==> config.mk <==
export PLATFORM = sky130hd
export DESIGN_NAME = data_mem_arbiter
export DESIGN_NICKNAME = d
export VERILOG_FILES = /design/src/rtl/data_mem_arbiter.sv
export SDC_FILE = /design/constraint.sdc
export NUM_CORES = 1
export LEC_CHECK = 0
export ABC_AREA = 1
export BUFFER_PORTS_ARGS = -buffer_cell sky130_fd_sc_hd__clkbuf_2
export CORE_AREA = 4 4 115 117
export CTS_CLUSTER_DIAMETER = 50
export DETAILED_ROUTE_END_ITERATION = 8
export DIE_AREA = 0 0 119 121
export GPL_ROUTABILITY_DRIVEN = 0
export GPL_TIMING_DRIVEN = 1
export HOLD_SLACK_MARGIN = 0.03
export PLACE_DENSITY_LB_ADDON = 0.12
export SYNTH_ARGS = -nofsm -noshare
export SYNTH_HDL_FRONTEND = slang
export SYNTH_SLANG_ARGS = --single-unit
==> constraint.sdc <==
create_clock -name Clk -period 1.37 [get_ports Clk]
set_clock_uncertainty 0.15 [all_clocks]
set_input_delay 0.274 -clock Clk [delete_from_list [all_inputs] [get_ports Clk]]
set_output_delay 0.274 -clock Clk [all_outputs]
set_load 0.01 [all_outputs]
==> src/rtl/data_mem_arbiter.sv <==
// Shares one data memory between the MEM stage and a DMA port: a DMA access takes one GRANT cycle plus a DONE cycle.
// The pipeline wins conflicts until the DMA has lost STARVE_LIMIT times, after which it is stalled for one cycle.
module data_mem_arbiter #(
  parameter int unsigned STARVE_LIMIT = 4
) (
  input  logic        Clk,
  input  logic        Reset_n,
  input  logic        PipeMemReadIn,
  input  logic        PipeMemWriteIn,
  input  logic [31:0] PipeAddrIn,
  input  logic [31:0] PipeWriteDataIn,
  input  logic        PipeByteIn,
  input  logic        PipeHalfIn,
  output logic [31:0] PipeReadDataOut,
  input  logic        DmaReqIn,
  input  logic        DmaWriteIn,
  input  logic [31:0] DmaAddrIn,
  input  logic [31:0] DmaWriteDataIn,
  input  logic        DmaByteIn,
  input  logic        DmaHalfIn,
  output logic        DmaGrantOut,
  output logic        DmaDoneOut,
  output logic [31:0] DmaReadDataOut,
  output logic        StallOut,
  output logic [31:0] MemAddrOut,
  output logic [31:0] MemWriteDataOut,
  output logic        MemWriteOut,
  output logic        MemReadOut,
  output logic        MemByteOut,
  output logic        MemHalfOut,
  input  logic [31:0] MemReadDataIn
);

  typedef enum logic [1:0] {
    IDLE  = 2'd0,
    GRANT = 2'd1,
    DONE  = 2'd2
  } state_t;

  localparam logic [3:0] LIMIT = 4'(STARVE_LIMIT);

  state_t     state;
  state_t     state_nxt;
  logic [3:0] starve_cnt;
  logic [3:0] starve_nxt;
  logic       pipe_acc;
  logic       dma_owns;

  assign pipe_acc = PipeMemReadIn | PipeMemWriteIn;
  assign dma_owns = (state == GRANT);

  always_ff @(posedge Clk or negedge Reset_n) begin
    if (!Reset_n) begin
      state      <= IDLE;
      starve_cnt <= 4'd0;
    end else begin
      state      <= state_nxt;
      starve_cnt <= starve_nxt;
    end
  end

  // The count only moves while the DMA is actually losing a conflict, so it saturates at LIMIT.
  always_comb begin
    state_nxt  = state;
    starve_nxt = starve_cnt;
    unique case (state)
      IDLE: begin
        if (DmaReqIn) begin
          if (!pipe_acc || (starve_cnt >= LIMIT)) begin
            state_nxt  = GRANT;
            starve_nxt = 4'd0;
          end else begin
            starve_nxt = starve_cnt + 4'd1;
          end
        end
      end
      GRANT:   state_nxt = DONE;
      DONE:    state_nxt = IDLE;
      default: state_nxt = IDLE;
    endcase
  end

  always_ff @(posedge Clk or negedge Reset_n) begin
    if (!Reset_n) begin
      DmaReadDataOut <= 32'd0;
    end else if (dma_owns && !DmaWriteIn) begin
      DmaReadDataOut <= MemReadDataIn;
    end
  end

  assign DmaGrantOut     = dma_owns;
  assign DmaDoneOut      = (state == DONE);
  assign StallOut        = dma_owns & pipe_acc;
  assign PipeReadDataOut = MemReadDataIn;

  // Strobes are gated by reset directly so an access aborted mid-GRANT never reaches the memory.
  assign MemAddrOut      = dma_owns ? DmaAddrIn      : PipeAddrIn;
  assign MemWriteDataOut = dma_owns ? DmaWriteDataIn : PipeWriteDataIn;
  assign MemByteOut      = dma_owns ? DmaByteIn      : PipeByteIn;
  assign MemHalfOut      = dma_owns ? DmaHalfIn      : PipeHalfIn;
  assign MemWriteOut     = Reset_n & (dma_owns ? DmaWriteIn  : PipeMemWriteIn);
  assign MemReadOut      = Reset_n & (dma_owns ? ~DmaWriteIn : PipeMemReadIn);

endmodule

==> run metrics, run 1 <==
Register Area 951 um^2; WL final 12800 um; worst flop-to-flop path startpoint state[0]; initial antenna violation count 2; Static Leak 3.03 nW; Placed Cells 863; most common cell after layout, fill and taps aside clkbuf_2; power share of the clock group 17.7%; clk slew on worst S/H paths 60 ps; Synthesized Nets 595; Vias/cell 4.09; core area 12400 um^2; Max-slew headroom 66.7%; GRT overflow 0; Net Sw Frac 39.6%; NetSw 2.49 mW; VDD IR max 0.000631 V; Netlist cell types 13; Worst Path Required 950 ps; Avg Inst Size Synth 6.20 um^2; Die Ht 121 um; Vias 3608; fin crit share 132%; Startpoint Class flip-flop; post-synthesis sequential area ratio 36.2%; total CTS buffers 5; Detail Route Antenna Nets 0; P_int 3.79 mW; vias in the first global route 3651; multi-input logic area 1570 um^2; CTS root buf clkbuf_16; HPWL Detailed 10300 um; First-pass DRT Iterations 4; clock buffer depth 2; min Tclk post-route 1810 ps; worst-path maximum fanout 10; Routed WL per cell 14.4 um; GRT Util Overall 16.7%; largest net degree at the start of global routing 39; Final Hold Vio Count 0; Worst Setup SP state[1]; fraction of layout cells with a size suffix above 1 62.3%; Layout area overhead 88.8%; met2 usage 31.4%; first-pass GRT wire length 19300 um; min-delay src MemReadDataIn[25]; overall die width 119 um; Initial Util 21.3%; total power 6.28 mW; CTS H-tree depth 2; nets 881; total clock sinks 38; failing checks negative setup slack; post-synthesis register bit count 38; Gate power share 52.3%; count of final setup violators 87; GRT met3 Usage 4.76%; Post-Syn Area 2630 um^2; Util after Layout 40.1%; Rows 41; most used routing layer met2; non-filler cells, final 883; Max Slew Vio Count 0; number of inserted diodes 0; WHS Endpoint DmaReadDataOut[25]; DRC 0; Reg2Reg Setup Slack -120 ps; Worst Max-Slew Pin Slew 499 ps; Synth Instances 424; CP Class flip-flop to output port; run status finished with violations; most frequent cells in the layout clkbuf_2 (295), nand2_1 (195), nand2_2 (76); arrival time at the worst endpoint 1390 ps; hold crit path type input pin to flip-flop; CTS tree built; total of max-cap violations 0; worst r2r path cells 8; DR iter-0 viols 142; Ports 305; post-route setup slack -440 ps; Hold WS 74.9 ps; Die ar. 14400 um^2; unrepaired setup endpoints after global routing yes; CP Capture Type output port; Fillers 1351; YS warnings 0; PD cells 1270 nW/um^2; Worst Hold Depth 3; Max Fclk 552 MHz; Clock Latency Late Sink 270 ps; met1 GRT Util 19.1%; I/O Buffers 304; Reg power frac 30.0%; reg2reg end DmaReadDataOut[1]
[metal layers]
layer / vias to the layer above / part of all wire [%]
met4: 4 / 0.53
li1: 1833 / -
met1: 1599 / 38
met3: 8 / 8.2
met2: 164 / 53
met5: - / 0.20
[logic make-up after synthesis]
group,share of synthesized area [%]
DFF,36.2
buffers and inverters,15.9
AOI/OAI and AO/OA,0.286
and+or+nand+nor,47.2
adders and majority gates,0.476
[state kept, by name (all words and copies together), names as in the netlist]
| signal | flops |
|---|---|
| state | 2 |
| DmaReadDataOut | 32 |
| starve_cnt | 4 |
[Yosys cell counts (all sizes together)]
cell      n  area share (%)
a21boi    1            0.29
buf      48              13
clkbuf    8             1.1
clkinv    1            0.14
dfrtp    38              36
ha        1            0.48
inv       9             1.3
nand2   274              39
nand3    35             6.7
nor2      9             1.3
[final cells by class]
cell class	count	area share [%]
Multi-Input combinational cell	320	31.7
Timing Repair Buffer	335	41.0
Clock inverter	2	0.277
Clock buffer	6	2.60
Inverter	10	0.907
Sequential cell	38	19.2
Tap cell	172	4.34
[power groups by stage]
| stage | Combinational, mW | Sequential [mW] | Clock, mW |
|---|---|---|---|
| 2_1_floorplan | 1.39 | 2.09 | 0 |
| 3_3_place_gp | 2.94 | 1.89 | 0 |
| 3_5_place_dp | 2.97 | 1.89 | 0 |
| 4_1_cts | 3.31 | 1.89 | 1.16 |
| 5_1_grt | 3.64 | 1.95 | 1.21 |
| 6_report | 3.29 | 1.88 | 1.11 |
[repair_timing]
item / CTS / global route
gates cloned: 4 / 1
pin swaps: 16 / 0
setup endpoints to repair: 102 / 106
setup buffers: 7 / 0
endpoints found under the hold margin: 38 / 0
hold buffers: 1 / 0
resized for setup: 57 / 9
[worst max-delay path: stages (launching register included)]
cell	delay, ps
dfrtp_1	370
inv_2	70
nand2_4	80
buf_12	170
clkbuf_16	170
nand2_1	70
nand2_2	50
clkbuf_8	130
[worst max-delay path by stage]
stage | end | cells past startpoint
final | MemAddrOut[23] | 7
after global routing | MemWriteDataOut[18] | 7
after CTS | MemAddrOut[29] | 6
after detailed placement | MemWriteDataOut[4] | 7
after global placement | MemAddrOut[28] | 7
after floorplan | MemWriteDataOut[17] | 7
[stage by stage]
step,instance area [um^2],setup WS (ps),setup TNS [ps]
floorplan,2850,-8.27,-135
global placement,4360,-226,-15830
detailed placement,4360,-233,-17240
CTS,4920,-447,-30980
global route,4960,-498,-35710
finish,4960,-440,-29870
(Power assumes the default switching activity.)
==> run 2, diff against run 1 <==
BUFFER_PORTS_ARGS = unset   (was -buffer_cell sky130_fd_sc_hd__clkbuf_2)
CORE_AREA = 4 4 117 119   (was 4 4 115 117)
DIE_AREA = 0 0 121 123   (was 0 0 119 121)
DONT_BUFFER_PORTS = 1   (was unset)
==> run 2 against run 1 <==
Highest routed layer is now met4. Register-to-register slack worse by 20 ps. Non-clock buffer count is 264 lower. Critical endpoint is now MemAddrOut[31]. Wire length shrank 6.9%. Flip-flop and latch count unchanged. The run still ends with negative setup slack left. Die area increased by 3.4%. Fmax up 2.0%. Worst hold slack improved by 18 ps. Sequential power grew 19%. Clock power is 36% higher. Core utilization decreased by 8.5 points. Via count fell by 24%.
==> run metrics, run 2 (synthesis gave the netlist of run 1 again) <==
DRC 0 (unchanged); run status finished with violations; most common cell after layout, fill and taps aside nand2_1; Max-slew headroom 70.5% (+3.8 points); min-delay src DmaReqIn; total CTS buffers 5 (unchanged); number of inserted diodes 0 (unchanged); HPWL Detailed 8340 um (-19%); Die ar. 14900 um^2 (+3.4%); Clock Latency Late Sink 280 ps (about the same); Routed WL per cell 19.2 um (+33%); nets 617 (-30%); fin crit share 130% (-2.6 points); Layout area overhead 51.5%; Final Hold Vio Count 0 (unchanged); initial antenna violation count 0 (-2); GRT overflow 0 (unchanged); Static Leak 2.03 nW (-33%); hold crit path type input pin to flip-flop; Worst Hold Depth 3 (unchanged); fraction of layout cells with a size suffix above 1 37.1% (-25 points); Worst Path Required 950 ps (about the same); DP Area 2860 um^2 (-34%); CP Capture Type output port; Vias 2735 (-24%); Util after Layout 31.7% (-8.5 points); vias in the first global route 2582 (-29%); Ports 305 (unchanged); PD cells 1480 nW/um^2 (+17%); clock buffer depth 2 (unchanged); unrepaired setup endpoints after global routing yes; core area 12600 um^2 (+1.7%); Worst Max-Slew Pin Slew 441 ps (-58.2 ps); final instance area 3980 um^2 (-20%); worst-path maximum fanout 7 (-3); failing checks negative setup slack; Die Ht 123 um (+1.7%); Initial Util 20.9% (-0.35 points); total clock sinks 38 (unchanged); Largest regs DmaReadDataOut (32), starve_cnt (4), state (2); largest net degree at the start of global routing 39 (unchanged); max FFs per register 32 (unchanged); overall die width 121 um (+1.7%); Fin Setup TNS -26760 ps (+3110 ps); WHS Endpoint starve_cnt[3]; min Tclk post-route 1770 ps (-35.5 ps); Detail Route Antenna Nets 0 (unchanged); Vias/cell 4.42 (+8.1%); Max Slew Vio Count 0 (unchanged); largest reg by FF count DmaReadDataOut; count of final setup violators 101 (+16%); worst r2r path cells 9 (+1); CTS H-tree depth 2 (unchanged); CTS root buf clkbuf_16; CTS tree built; reg2reg end starve_cnt[1]; first-pass GRT wire length 14900 um (-23%); most frequent cells in the layout nand2_1 (164), nand2_2 (91), dfrtp_1 (37); Startpoint Class flip-flop; Post-Place Setup Slack -131 ps (+102 ps); Max Fclk 563 MHz (+2.0%); post-route setup slack -405 ps (+35.5 ps); CP Class flip-flop to output port; First-pass DRT Iterations 4 (unchanged); Reg2Reg Setup Slack -140 ps (-20 ps); Rows 41 (unchanged); clk slew on worst S/H paths 60 ps (about the same); WL final 11900 um (-6.9%); total of max-cap violations 0 (unchanged); worst flop-to-flop path startpoint state[0]; VDD IR max 0.000667 V (+5.7%); I/O Buffers 0 (-100%); arrival time at the worst endpoint 1350 ps (-40 ps); GRT Util Overall 13.0% (-3.7 points); DR iter-0 viols 57 (-60%)
[run 2: worst max-delay path, cell delays in order, from the launching register on]
cell and delay (ps):
dfrtp_2 450, nand2_8 140, clkbuf_16 170, buf_8 120, nand2_1 80, nand2_2 110
[run 2: power breakdown]
part / leakage (nW) / total [mW] / switching [mW] / internal, mW
logic: 1.46 / 2.16 / 1.24 / 0.919
registers: 0.478 / 2.23 / 0.611 / 1.61
clock network: 0.0940 / 1.51 / 0.462 / 1.05
[run 2: area by class of cell]
type                       instances  area, um^2
fill                            1333        8590
multi-input combinational        320        1680
sequential                        38         952
timing repair buffer              71         893
tap                              172         215
clock buffer                       5         125
clock inverter                     3        68.8
inverter                          10        50.0
[run 2: worst max-delay path by stage]
| stage | from | end | slack [ps] | depth (start not counted) |
|---|---|---|---|---|
| 2_1_floorplan | state[1] | MemWriteDataOut[17] | -8 | 7 |
| 3_3_place_gp | state[0] | MemWriteDataOut[16] | -110 | 5 |
| 3_5_place_dp | state[0] | DmaReadDataOut[9] | -130 | 6 |
| 4_1_cts | state[0] | StallOut | -410 | 4 |
| 5_1_grt | state[0] | MemAddrOut[31] | -460 | 5 |
| 6_report | state[0] | MemAddrOut[31] | -400 | 5 |
[run 2: stage by stage]
step           power, mW  hold WS [ps]  std cells
6_report            5.89          93.3        619
5_1_grt             6.30           118        619
4_1_cts             5.65          91.4        607
3_5_place_dp        3.85          -171        562
3_3_place_gp        3.83          -170        562
2_1_floorplan       3.48          -172        424
[run 2: timing repair]
action | 4_1_cts | 5_1_grt
setup endpoints to repair | 95 | 102
hold buffers | 34 | 0
buffers inserted | 1 | 5
endpoints found under the hold margin | 70 | 0
pin swaps | 1 | 24
gates resized for setup | 23 | 69
cloned | 2 | 7
[run 2: per-layer routing]
metal | routed length, um | GRT usage [%] | up-vias
li1 | - | - | 1295
met5 | 0 | 0 | -
met4 | 157 | 3.40 | 0
met1 | 4270 | 15.0 | 1267
met3 | 965 | 3.11 | 13
met2 | 6480 | 24.0 | 160
